**config.mk**
```make
export PLATFORM = sky130hd
export DESIGN_NAME = data_memory_master
export DESIGN_NICKNAME = d
export VERILOG_FILES = /design/src/rtl/data_memory_master.sv
export SDC_FILE = /design/constraint.sdc
export NUM_CORES = 1
export LEC_CHECK = 0
export CAP_MARGIN = 10
export CELL_PAD_IN_SITES_DETAIL_PLACEMENT = 0
export CELL_PAD_IN_SITES_GLOBAL_PLACEMENT = 1
export CORE_MARGIN = 1
export CORE_UTILIZATION = 40
export CTS_CLUSTER_DIAMETER = 50
export DETAILED_ROUTE_END_ITERATION = 10
export DONT_BUFFER_PORTS = 1
export MAX_ROUTING_LAYER = met4
export PLACE_DENSITY_LB_ADDON = 0.12
export SLEW_MARGIN = 40
export SYNTH_ARGS = -nofsm -noshare
export SYNTH_HDL_FRONTEND = slang
export SYNTH_SLANG_ARGS = --single-unit
```
**constraint.sdc**
```tcl
create_clock -name clk -period 5.8 [get_ports clk]
set_input_delay 1.45 -clock clk [delete_from_list [all_inputs] [get_ports clk]]
set_output_delay 1.45 -clock clk [all_outputs]
set_load 0.01 [all_outputs]
```
**src/rtl/data_memory_master.sv**
```systemverilog
`default_nettype none
// ============================================================================
// Module      : data_memory_master
// Description : Serialises CPU byte/word load-store requests onto a byte-wide
//               data memory port. Word accesses are split into four
//               little-endian byte beats; loads alternate an issue cycle with
//               a capture cycle because the memory returns data one cycle
//               after the read strobe. Misaligned word accesses are rejected
//               without touching memory.
// Revision    : 1.0 - initial release
// ----------------------------------------------------------------------------
// Ports
//   clk, reset_n           clock, synchronous active-low reset
//   req_valid/req_ready    request handshake (ready only while idle)
//   req_write, req_word    1 = store / 1 = 32-bit word access
//   req_addr, req_wdata    byte address and store data
//   rsp_valid              one-cycle completion pulse
//   rsp_rdata, rsp_error   load result / misaligned flag, held between pulses
//   mem_address            byte address to memory (held outside ISSUE)
//   mem_write_enable       01 = byte write, otherwise 00
//   mem_read_enable        01 = byte read, otherwise 00
//   mem_write_data         byte to be written (held outside ISSUE)
//   mem_read_data          registered read byte from memory
// ============================================================================
module data_memory_master #(
    parameter int ADDR_W = 12
) (
    input  logic              clk,
    input  logic              reset_n,
    input  logic              req_valid,
    output logic              req_ready,
    input  logic              req_write,
    input  logic              req_word,
    input  logic [ADDR_W-1:0] req_addr,
    input  logic [31:0]       req_wdata,
    output logic              rsp_valid,
    output logic [31:0]       rsp_rdata,
    output logic              rsp_error,
    output logic [ADDR_W-1:0] mem_address,
    output logic [1:0]        mem_write_enable,
    output logic [1:0]        mem_read_enable,
    output logic [7:0]        mem_write_data,
    input  logic [7:0]        mem_read_data
);

    typedef enum logic [1:0] {
        IDLE    = 2'd0,
        ISSUE   = 2'd1,
        CAPTURE = 2'd2,
        RESP    = 2'd3
    } state_t;

    state_t            state;
    logic [1:0]        byte_idx;     // current beat k within the access
    logic [ADDR_W-1:0] base_addr;
    logic              is_write;
    logic              is_word;
    logic [31:0]       wdata;
    logic [31:0]       result;       // load bytes gathered so far
    logic              write_strobe;
    logic              read_strobe;

    // Derived per-beat values
    logic [1:0]        next_idx;
    logic [ADDR_W-1:0] next_addr;
    logic              last_beat;
    logic [7:0]        next_wbyte;
    logic [31:0]       merged;
    logic              misaligned;

    always_comb begin
        next_idx   = byte_idx + 2'd1;
        // Only the low two bits ever advance; addition wraps naturally at 2^ADDR_W.
        next_addr  = base_addr + {{(ADDR_W-2){1'b0}}, next_idx};
        last_beat  = is_word ? (byte_idx == 2'd3) : 1'b1;
        next_wbyte = wdata[{next_idx, 3'b000} +: 8];
        // Load result with the byte returned by memory dropped into slot k.
        merged     = result;
        merged[{byte_idx, 3'b000} +: 8] = mem_read_data;
        misaligned = req_word && (req_addr[1:0] != 2'b00);
    end

    // Ready and strobes are additionally qualified by reset_n so that
    // asserting reset mid-access suppresses a strobe already registered for
    // the current cycle: the memory never sees a beat after reset asserts.
    assign req_ready        = reset_n && (state == IDLE);
    assign mem_write_enable = {1'b0, write_strobe & reset_n};
    assign mem_read_enable  = {1'b0, read_strobe  & reset_n};

    always_ff @(posedge clk) begin
        if (!reset_n) begin
            state          <= IDLE;
            byte_idx       <= 2'd0;
            base_addr      <= '0;
            is_write       <= 1'b0;
            is_word        <= 1'b0;
            wdata          <= 32'd0;
            result         <= 32'd0;
            write_strobe   <= 1'b0;
            read_strobe    <= 1'b0;
            rsp_valid      <= 1'b0;
            rsp_rdata      <= 32'd0;
            rsp_error      <= 1'b0;
            mem_address    <= '0;
            mem_write_data <= 8'd0;
        end else begin
            // Strobes and the response pulse last a single cycle unless
            // re-armed below by the transition that needs them.
            write_strobe <= 1'b0;
            read_strobe  <= 1'b0;
            rsp_valid    <= 1'b0;

            case (state)
                IDLE: begin
                    if (req_valid && req_ready) begin
                        base_addr <= req_addr;
                        is_write  <= req_write;
                        is_word   <= req_word;
                        wdata     <= req_wdata;
                        byte_idx  <= 2'd0;
                        result    <= 32'd0;
                        if (misaligned) begin
                            state     <= RESP;
                            rsp_valid <= 1'b1;
                            rsp_error <= 1'b1;
                            rsp_rdata <= 32'd0;
                        end else begin
                            // First beat is presented in the ISSUE cycle.
                            state       <= ISSUE;
                            mem_address <= req_addr;
                            if (req_write) begin
                                write_strobe   <= 1'b1;
                                mem_write_data <= req_wdata[7:0];
                            end else begin
                                read_strobe <= 1'b1;
                            end
                        end
                    end
                end

                ISSUE: begin
                    if (is_write) begin
                        if (last_beat) begin
                            state     <= RESP;
                            rsp_valid <= 1'b1;
                            rsp_error <= 1'b0;
                            rsp_rdata <= 32'd0;
                        end else begin
                            byte_idx       <= next_idx;
                            mem_address    <= next_addr;
                            mem_write_data <= next_wbyte;
                            write_strobe   <= 1'b1;
                        end
                    end else begin
                        // Memory samples the read strobe at this edge and
                        // presents the byte during CAPTURE.
                        state <= CAPTURE;
                    end
                end

                CAPTURE: begin
                    result <= merged;
                    if (last_beat) begin
                        state     <= RESP;
                        rsp_valid <= 1'b1;
                        rsp_error <= 1'b0;
                        rsp_rdata <= merged;
                    end else begin
                        state       <= ISSUE;
                        byte_idx    <= next_idx;
                        mem_address <= next_addr;
                        read_strobe <= 1'b1;
                    end
                end

                RESP: begin
                    state <= IDLE;
                end

                default: begin
                    state <= IDLE;
                end
            endcase
        end
    end

endmodule
`default_nettype wire

```
* After elaboration in Yosys (flattened, before gate mapping)
Index checks and enable logic that the tools add are counted.
** Operators by class
- Div/mod/pow operators :: 0
- Shifts and indexed selects :: 3
- Order comparisons :: 0
- Equal/unequal tests :: 13
- Reductions and logical operators :: 16
- Bitwise logic cells :: 2
- Mux-type cells :: 51
- Add/sub/neg operators :: 3
- Multipliers :: 0
** Operators by type and width (count)
- $mux W32 :: 6
- $pmux W32 S3 :: 1
- $pmux W32 S2 :: 1
- $mux W12 :: 4
- $mux W8 :: 5
- $pmux W12 S3 :: 1
- $bwmux W32 :: 1
- $shift A8 B7 Y32 const A :: 1
- $shiftx A32 B6 Y8 :: 1
- $shiftx A8 B7 Y32 :: 1
- $mux W1 :: 17
- $mux W2 :: 8
- $pmux W8 S2 :: 1
- $ne A2 B2 Y1 const B :: 7
- $add A12 B2 Y12 :: 1
- $reduce_and A6 Y1 :: 2
- $pmux W2 S4 :: 1
- $reduce_and A4 Y1 :: 2
- $neg A5 Y7 :: 1
- $eq A2 B2 Y1 const B :: 3
- $pmux W1 S3 :: 2
- $pmux W2 S3 :: 1
- $reduce_and A2 Y1 :: 3
- $reduce_bool A2 Y1 :: 3
- 10 further kinds :: 14
** Word-level totals
- Bits in latches :: 0
- Bits of input ports :: 57
- Bits in registers :: 138
- ROM bits :: 0
- Memories :: 0
- RAM bits :: 0

* Longest topological paths before layout
- Depth after elaboration :: 5
- Depth in mapped cells :: 9

* Worst setup path before layout
Ideal clock, no wire load.
- Path type :: input port to output port
- Start point :: in reset_n
- End point :: out req_ready
- Cell stages on the path :: 5
- Buffers on the path :: 3
- Arrival :: 2.363 ns
- Slack :: 1.987 ns
- Path through :: buf_4 > clkinv_1 > clkbuf_1 > clkbuf_1 > nor2_1
** Between the ends
- Longest elaborated chain between the ends :: 1
** RTL lines
- start: declaration :: RTL line 29 : input logic reset_n,
- $logic_and A1 B1 Y1 :: RTL line 86 : assign req_ready = reset_n && (state == IDLE);
- end: declaration :: RTL line 31 : output logic req_ready,
No other way between the ends.

* Worst setup path in the final report
- Start point :: reg state[0]
- End point :: out req_ready
** Between the ends
- Longest elaborated chain between the ends :: 2
** RTL lines
- start: declaration :: RTL line 53 : state_t state;
- start signal: assignment :: RTL line 92 : state <= IDLE;
- start signal: assignment :: RTL line 123 : state <= RESP;
- start signal: assignment :: RTL line 129 : state <= ISSUE;
- $logic_not A2 Y1 :: RTL line 86
- $logic_and A1 B1 Y1 :: RTL line 86
No other way between the ends.

==> results summary <==
The flow ran to the end, and the final reports show no timing, DRC or antenna violations. The delay of the slowest critical-path stage is 450 ps. The length in cells of the worst reg-to-reg path is 7.

The weighted congestion at the end of routability-driven global placement came out at 0.879. The min-delay analysis places its worst path in the category reg2reg. The path with the worst hold slack has its endpoint at wdata[18]. The aggregate global routing overflow is 0. The number of antenna violations at the first check in global routing came out at 0. The floorplan step defined a die boundary enclosing between 15000 and 20000 um2. Gates resized during post-CTS repair numbered 0. In the synthesized netlist, the number of instances is about 730.

The number of H-tree levels came out at 4. The Yosys step of the flow raised 0 warnings. The maximum number of pins on one net before global-route repair is 78. Data arrives at the worst endpoint at 1860 ps. The insertion delay to the later sink of the worst-skew pair came out at 420 ps. After clock tree synthesis, the setup repair step added 0 buffers.

The number of DRC markers after the initial detailed-route iteration is 314. The minimum period implied by the final worst setup slack is 3310 ps. The number of buffers on the longest clock path is 2. The actual slew at the worst max-slew pin came out at 798 ps. At the worst endpoint, the required time is 4350 ps.

The floorplan die width is 128 um. The remaining antenna violation count came out at 0. Of all nets on the critical path, the largest fanout is 14. The cell repeated most along the worst path is sky130_fd_sc_hd__inv_1. In this run the critical register-to-register path is launched from byte_idx[0]. The number of antenna diodes is 0. The net count of the finished layout came out at 761.

The depth of the worst hold-timing path is 2. The clock net sink count came out at 138. The worst register-to-register path ends at mem_address[11]. The launch instance of the worst min-delay path is wdata[18].

Compared with the post-synthesis result, the final layout area differs by 10.8%. The leakage power of the design came out at roughly 0.0027 uW. For this design the ratio of total power to cell area is 482 nW/um2. The die is 128 um tall. By count the netlist is led by 138 x sky130_fd_sc_hd__dfxtp_1, 110 x sky130_fd_sc_hd__nand2_1, 54 x sky130_fd_sc_hd__nand3_1, 46 x sky130_fd_sc_hd__a21oi_1, 43 x sky130_fd_sc_hd__nor2_1. The final count of negative-setup-slack endpoints came out at 0. Traced cell by cell, the critical path runs through inv_1, ha_2, inv_1, nor2_1. The first global-routing pass estimated 28900 um of wire. The initial cell density of the core came out at 41.4%. Grouping stages by cell kind, the critical path spends the most delay in adder cells. Setup repair after global routing left no endpoint under its margin. The max capacitance violation total came out at 0. The routed length on met2 came out at 8230 um. For this design, the slowest cell found on the critical path is sky130_fd_sc_hd__ha_2.

Of all cell types, the one taking the most synthesized area is sky130_fd_sc_hd__dfxtp_1. The number of placement rows is 45. The buffering stage count on the worst path with inverters included came out at 2.

Counting flops with a built-in enable in the synthesized netlist gives 0. The worst-case vdd ir drop is 0.243 mV. The post-synthesis cell area is 6370 um2. The critical path is of the reg2out type. The routed design has roughly 18000 um of wire. The number of buffers added to fix hold violations after cts came out at 0. The first-pass detailed-route iteration total came out at 4. The number of hold violations in the final report came to 0.

In the post-synthesis netlist, the biggest area contributors are sky130_fd_sc_hd__dfxtp_1 43%, sky130_fd_sc_hd__nand2_1 6.5%, sky130_fd_sc_hd__a32oi_1 4.5%, sky130_fd_sc_hd__a22o_1 4.4%, sky130_fd_sc_hd__nand3_1 4.2%. Detailed routing inserted a total of 5465 vias. The total track usage is 23.5%. Summed over its instances, the top area cell type makes up a little over two fifths of the synthesized netlist area. A synthesized cell averages 8.75 um2. Signal routing reaches up to met4. The number of vias per cell is 5.97. The met3 wire length is 1160 um. The number of design rule violations left after detail routing is 0.

The post-layout utilization of the core came out at 45.9%. The predominant post-synthesis flop cell is sky130_fd_sc_hd__dfxtp_1. The number of max-slew violations in the final report came out at 0. TritonCTS built the clock tree. The final worst-path cycle share is between 50% and 60%. Yosys instantiated no cell more often than sky130_fd_sc_hd__dfxtp_1. The number of global-route vias before repair came to 5235. The placeable core area came out at 15400 um2. The detailed placement HPWL came out at 11500 um. Clock skew on the completed layout was measured at 6.14 ps. For this block, wires on met1 add up to 8370 um. The worst slew slack as a fraction of its limit came out at 46.8%.

The worst setup path is captured at a primary output. STA classifies the critical path startpoint as a flop. The number of storage elements in the synthesis netlist is 138.

The clock-pin slew of the registers on the worst-case setup and hold paths came out at 60 ps. The share of layout cells above drive strength 1 came out at 9.09%. The share of the Yosys chip area taken by registers is 43.4%.

The worst hold margin is between 400 and 500 ps. The setup check on the worst reg-to-reg path leaves a slack of 2540 ps. The number of buffers inserted during clock tree synthesis is 17. The buffer type at the clock tree root is sky130_fd_sc_hd__clkbuf_16.

The distinct cell type count after synthesis is 56. Derived from the worst setup path, the maximum achievable clock frequency is 302 MHz. After synthesis, the share of flip-flops with an asynchronous set or reset is 0%. The total negative setup slack came out at 0 ps. Dividing the detail-routed wire length by the instance count gives 19.8 um. The quantity of I/O buffers inserted on ports is 0. Pin placement for this block handled roughly 120 I/O pins.
how the worst max path moves through the flow:
stage,slack (ps),to,cells after the start,start
after floorplan,1990,req_ready,5,reset_n
after global placement,2370,mem_address[11],4,reset_n
after detailed placement,2310,mem_address[11],7,byte_idx[0]
after CTS,2280,mem_address[11],7,byte_idx[0]
after global routing,2280,mem_address[11],7,byte_idx[0]
final,2490,req_ready,4,state[0]
stage by stage:
step / total power [uW] / std cells / worst slack [ps] / instance area (um2)
after floorplan: 2030 / 729 / 1990 / 6370
after global placement: 2230 / 882 / 2370 / 6390
after detailed placement: 2260 / 882 / 2310 / 6410
after CTS: 3420 / 914 / 2280 / 7030
after global routing: 3590 / 915 / 2280 / 7060
final: 3400 / 915 / 2490 / 7060
routing by layer:
layer / vias up / GRT usage [%]
met3: 27 / 5.72
met2: 175 / 34.3
met5: - / -
met1: 2660 / 31.3
met4: 0 / 8.65
li1: 2603 / -
cell families after synthesis:
kind of cell	after synthesis	share of synthesized area (%)
AND/OR/NAND/NOR	273	20.2
multiplexers	18	4.40
other	1	0.0589
AO/OA/AOI/OAI	198	22.8
buffers and inverters	84	6.13
adder cells (fa/ha/maj)	13	2.67
flip-flops	138	43.4
XOR/XNOR	3	0.413
power by group:
group          total, uW  internal, uW  switching [uW]
Combinational       1010           318             695
Sequential          1230          1090             139
Clock               1160           753             403
Total               3400          2160            1240
tightest hold or removal path, delay by kind of cell (launching register included):
kind             cells  cell delay, ps
AND/OR/NAND/NOR      2             100
flip-flops           1             310
sequential cells by signal, summed over array words and instances, names as in the netlist:
register        flops
result             32
rsp_rdata          32
wdata              32
base_addr          12
mem_address        12
mem_write_data      8
byte_idx            2
state               2
is_word             1
is_write            1
read_strobe         1
rsp_error           1
rsp_valid           1
write_strobe        1
layout make-up:
| cell class | instances | area (um2) |
|---|---|---|
| inverter | 16 | 60.1 |
| tap | 211 | 264 |
| sequential | 138 | 2760 |
| clock buffer | 25 | 485 |
| clock inverter | 7 | 138 |
| fill | 1531 | 8310 |
| multi-input combinational | 507 | 3250 |
| timing repair buffer | 11 | 95.1 |
layout by cell type, fill, tap and decap left out, types with 2 or more instances in the layout:
master / netlist / layout
sky130_fd_sc_hd__a2111oi_4: 2 / 2
sky130_fd_sc_hd__a211oi_1: 3 / 3
sky130_fd_sc_hd__a21oi_1: 46 / 46
sky130_fd_sc_hd__a22o_1: 32 / 32
sky130_fd_sc_hd__a31oi_1: 4 / 4
sky130_fd_sc_hd__a32oi_1: 33 / 33
sky130_fd_sc_hd__and2_1: 3 / 3
sky130_fd_sc_hd__buf_4: 4 / 10
sky130_fd_sc_hd__bufinv_16: 0 / 4
sky130_fd_sc_hd__clkbuf_1: 37 / 5
sky130_fd_sc_hd__clkbuf_16: 0 / 17
sky130_fd_sc_hd__clkbuf_8: 0 / 3
sky130_fd_sc_hd__clkinv_2: 0 / 2
sky130_fd_sc_hd__conb_1: 1 / 2
sky130_fd_sc_hd__dfxtp_1: 138 / 138
sky130_fd_sc_hd__ha_1: 12 / 8
sky130_fd_sc_hd__ha_2: 0 / 4
sky130_fd_sc_hd__inv_1: 15 / 15
sky130_fd_sc_hd__mux2i_1: 10 / 10
sky130_fd_sc_hd__mux4_2: 8 / 8
sky130_fd_sc_hd__nand2_1: 110 / 110
sky130_fd_sc_hd__nand2b_1: 2 / 2
sky130_fd_sc_hd__nand3_1: 54 / 54
sky130_fd_sc_hd__nand4_1: 37 / 37
sky130_fd_sc_hd__nor2_1: 43 / 42
sky130_fd_sc_hd__nor3_1: 7 / 7
sky130_fd_sc_hd__nor4bb_1: 3 / 3
sky130_fd_sc_hd__o2111ai_1: 5 / 4
sky130_fd_sc_hd__o2111ai_2: 1 / 2
sky130_fd_sc_hd__o211a_1: 8 / 8
sky130_fd_sc_hd__o21a_1: 3 / 3
sky130_fd_sc_hd__o21ai_0: 37 / 37
sky130_fd_sc_hd__o21ai_2: 1 / 2
sky130_fd_sc_hd__o22ai_1: 4 / 4
sky130_fd_sc_hd__o2bb2ai_1: 5 / 5
sky130_fd_sc_hd__o31ai_1: 6 / 6
sky130_fd_sc_hd__or4_1: 4 / 4
sky130_fd_sc_hd__xnor2_1: 2 / 2
Note: power is estimated with default switching activity, not from simulation.
==> RTL edit 1 (config.mk and constraints unchanged) <==
Set the parameter `ADDR_W` to 10 (it was 12).
--- a/src/rtl/data_memory_master.sv
+++ b/src/rtl/data_memory_master.sv
@@ -24,5 +24,5 @@
 // ============================================================================
 module data_memory_master #(
-    parameter int ADDR_W = 12
+    parameter int ADDR_W = 10
 ) (
     input  logic              clk,
Interface: changed (resized mem_address and req_addr); port bits go from 116 to 112. No check against the original RTL was run, so the function may have changed too.
==> RTL edit 1 against the original RTL <==
Cell area decreased by 1.4%. Power increased by 5.6%. Register-to-register slack improved by 0.10 ns. Largest cell class unchanged. Setup slack got worse by 0.0037 ns. Non-clock buffer count decreased by 1. Area after synthesis decreased by 2.7%. Count of clock-buffer cells in the layout decreased by 6. Combinational power about the same. Sequential cell count decreased by 4. Worst hold slack improved by 0.0063 ns. Routed wire length decreased by 7.9%. Final cell count decreased by 5.2%. Critical path depth unchanged.
==> RTL edit 1: results <==
group,metric,value,unit
status,outcome,"finished, final reports clean",
clocking,cts-buffers-inserted,17,
place,dpl.hpwl,10800,µm
worst_setup_path,endpoint,"req_ready",
pwr,worst_ir_drop_vdd,0.294,mV
pwr,power_switching,0.00124,W
route,vias,5175,
timing,fin_skew,0.0105,ns
synth,netlist_top_cells_count,"134 x dfxtp_1, 99 x nand2_1, 76 x o21ai_0",
global_route,met3_usage,6.12,%
place,gp_congestion,0.773,
clocking,clk_pin_slew,0.06,ns
clocking,cts_root_buf,"clkbuf_16",
pwr,pg_clk,0.00137,W
global_route,grt_pass1_wl,27000,µm
min_path,hold_path_class,"reg2reg",
synth,ys_types,55,
pwr,comb_power_share,28.3,%
route,drt_iter0_drc,492,
clocking,cts_buffer_depth,2,
pwr,clkPwrFrac,38.0,%
synth,seq_area_frac_synth,43.3,%
min_path,hold-path-endpoint,"wdata[22]",
timing,max_freq,301,MHz
worst_setup_path,r2r-end,"mem_address[7]",
worst_setup_path,rrSetupSlack,2.64,ns
global_route,grt_use_met2,33.8,%
min_path,hp-start,"wdata[22]",
place,pre_cts_ws,2.37,ns
finish,n_fill_cell,1524,
worst_setup_path,critPathMaxStageDelay,0.52,ns
finish,nets,734,
global_route,met1_usage,27.4,%
synth,ys_top_cells_by_area,"dfxtp_1 43%, o21ai_0 6.1%, nand2_1 6.0%",
route,drt_first_pass_iters,5,
finish,layout-drive-gt1-share,10.3,%
worst_setup_path,critical-path-slowest-cell,"ha_1",
route,wl_per_cell,19.2,µm
global_route,grt_max_degree,87,
global_route,grt_pass1_vias,5006,
place,placedCellCount,835,
global_route,grtUsageTotal,22.1,%
place,placed_area,6190,µm²
synth,synth_cells,707,
pwr,p_leak,2.47,nW
finish,fin_cells,867,
finish,design_area,6960,µm²
timing,hold_ws,0.459,ns
-- RTL edit 1: metal layers --
metal  wire length [µm]  part of all wire [%]
met3               1160                   7.0
met2               7710                    46
met4                325                   1.9
met5                  0                     0
met1               7470                    45
-- RTL edit 1: layout make-up --
cell class / instances / area share, %
sequential: 134 / 38.5
clock buffer: 19 / 6.51
timing repair buffer: 10 / 1.08
inverter: 14 / 0.755
clock inverter: 13 / 4.26
multi-input combinational: 489 / 45.5
tap: 188 / 3.38
-- RTL edit 1: kinds of logic after synthesis --
family                   count (synthesis)  synth area share (%)
AO/OA/AOI/OAI                          231                  25.8
AND/OR/NAND/NOR                        221                  16.6
flip-flops                             134                  43.3
buffers and inverters                   85                  6.42
multiplexers                            19                  4.68
adder cells (fa/ha/maj)                 13                  2.75
XOR/XNOR                                 3                 0.424
other                                    1                0.0605
==> RTL edit 2 (config.mk and constraints unchanged) <==
Made on the original files. The 4 states of `state_t` get a one-hot encoding in 4 bits.
--- a/src/rtl/data_memory_master.sv
+++ b/src/rtl/data_memory_master.sv
@@ -44,9 +44,9 @@
 );
 
-    typedef enum logic [1:0] {
-        IDLE    = 2'd0,
-        ISSUE   = 2'd1,
-        CAPTURE = 2'd2,
-        RESP    = 2'd3
+    typedef enum logic [3:0] {
+        IDLE    = 4'b0001,
+        ISSUE   = 4'b0010,
+        CAPTURE = 4'b0100,
+        RESP    = 4'b1000
     } state_t;
 
Function: same outputs for any inputs over 4 cycles, from zero or initial values and one cycle with reset_n low; so few cycles prove little.
==> RTL edit 2 against the original RTL <==
Core utilization decreased by 0.56 points. Maximum frequency increased by 2.3%. Setup slack improved by 0.074 ns. Sequential cell count increased by 2. Area after synthesis decreased by 2.0%. Final cell count increased by 5.1%. Non-clock buffer count decreased by 3. Synthesized cell count increased by 9.3%. First-iteration DRC count increased by 4.5%. Routed wire length decreased by 10%. Critical path depth decreased by 3. Cell area decreased by 2.3%.
Power is not compared: it rests on default switching activity, and its combinational part moved more than twofold at a synthesized area within 25%.
==> RTL edit 2: results <==
group,metric,value,unit
status,outcome,"finished, final reports clean",
place,gp_congestion,0.819,
clocking,cts_buffer_depth,2,
worst_setup_path,critPathMaxStageDelay,0.24,ns
clocking,cts_resized,0,
pwr,p_int,0.00173,W
global_route,grt_pass1_wl,26200,µm
worst_setup_path,critical-path-slowest-cell,"and2_1",
pwr,worst_ir_drop_vdd,0.208,mV
min_path,hold_path_class,"reg2reg",
clocking,clock_latency,0.43,ns
route,drt_iter0_drc,328,
clocking,cts-buffers-inserted,17,
synth,synthArstFlopShare,0,%
synth,ys_top_cells_by_area,"dfxtp_1 45%, nand2_1 11%, a21oi_1 5.8%",
place,pre_cts_ws,2.38,ns
route,drt_first_pass_iters,5,
synth,ys_types,46,
route,wl,16200,µm
finish,syn2layout_area_growth,10.6,%
finish,layout.cells.most_common,"nand2_1",
pwr,p_leak,2.57,nW
finish,layout-drive-gt1-share,8.27,%
synth,ys.flop_type,"dfxtp_1",
clocking,cts_setup_buffers,0,
clocking,cts_root_buf,"clkbuf_16",
finish,nets,827,
global_route,grt_max_degree,123,
place,io_buffers,0,
clocking,clk_pin_slew,0.06,ns
route,vias,5159,
global_route,grt_pass1_vias,4889,
synth,yosysWarnings,0,
clocking,h-tree-depth,4,
synth,netlist_top_cells_count,"185 x nand2_1, 140 x dfxtp_1, 77 x nor2_1",
finish,num_antenna_cells,0,
finish,top_regs,"result: 32 flops, rsp_rdata: 32 flops, wdata: 32 flops",
worst_setup_path,crit_family,"simple AND/OR/NAND/NOR gates",
place,dpl.hpwl,10400,µm
worst_setup_path,arrival,1.79,ns
synth,seq_area_frac_synth,44.9,%
timing,worst_slew_pin_slew,0.745,ns
global_route,grtUsageTotal,21.4,%
global_route,antenna_found_initial,0,
timing,fin_skew,0.00867,ns
worst_setup_path,cp_max_fo,122,
RTL edit 2: cell type report:
class                      instances  area (µm²)
tap                              188         235
multi-input combinational        591        3180
inverter                           3        11.3
clock inverter                    14         169
timing repair buffer               8        60.1
sequential                       140        2800
clock buffer                      18         439
fill                            1549        8310
RTL edit 2: worst paths after layout:
path / startpoint / end / slack (ns) / depth (start not counted)
setup / recovery: reset_n / mem_write_enable[0] / 2.56 / 1
hold / removal: wdata[14] / wdata[14] / 0.45 / 2
setup reg to reg: byte_idx[0] / mem_address[11] / 2.98 / 8
hold reg to reg: wdata[14] / wdata[14] / 0.45 / 2
RTL edit 2: through the flow:
step                cell area (µm²)  cells  utilization (%)  hold slack [ns]
global route                   6900    962             45.4            0.471
detailed placement             6280    930             41.3            0.445
global placement               6260    930             41.2            0.441
finish                         6900    962             45.4            0.455
floorplan                      6240    797                -            0.431
CTS                            6890    962             45.3            0.458
RTL edit 2: power by group through the flow:
stage	clock network [W]	logic (W)	registers, W
after floorplan	0	0.000105	0.00104
after global placement	0	0.000108	0.00105
after detailed placement	0	0.000110	0.00105
after CTS	0.00115	0.000111	0.00103
after global routing	0.00119	0.000126	0.00103
final	0.00112	0.000110	0.00103
RTL edit 2: kinds of logic after synthesis:
family	count (synthesis)	synth area share (%)
and+or+nand+nor	403	29.5
AOI/OAI and AO/OA	157	14.2
DFF	140	44.9
buffers and inverters	66	4.71
xor gates and xnor gates	11	1.54
adders and majority gates	9	1.93
muxes	9	3.07
other	1	0.0601
RTL edit 2: routing by layer:
layer	vias up	routed length [µm]	share of wire (%)	GRT usage [%]
met1	2425	7940	49	28.1
met3	7	828	5.1	6.33
met4	0	125	0.77	6.16
met5	-	0	0	-
met2	102	7320	45	31.8
li1	2625	-	-	-
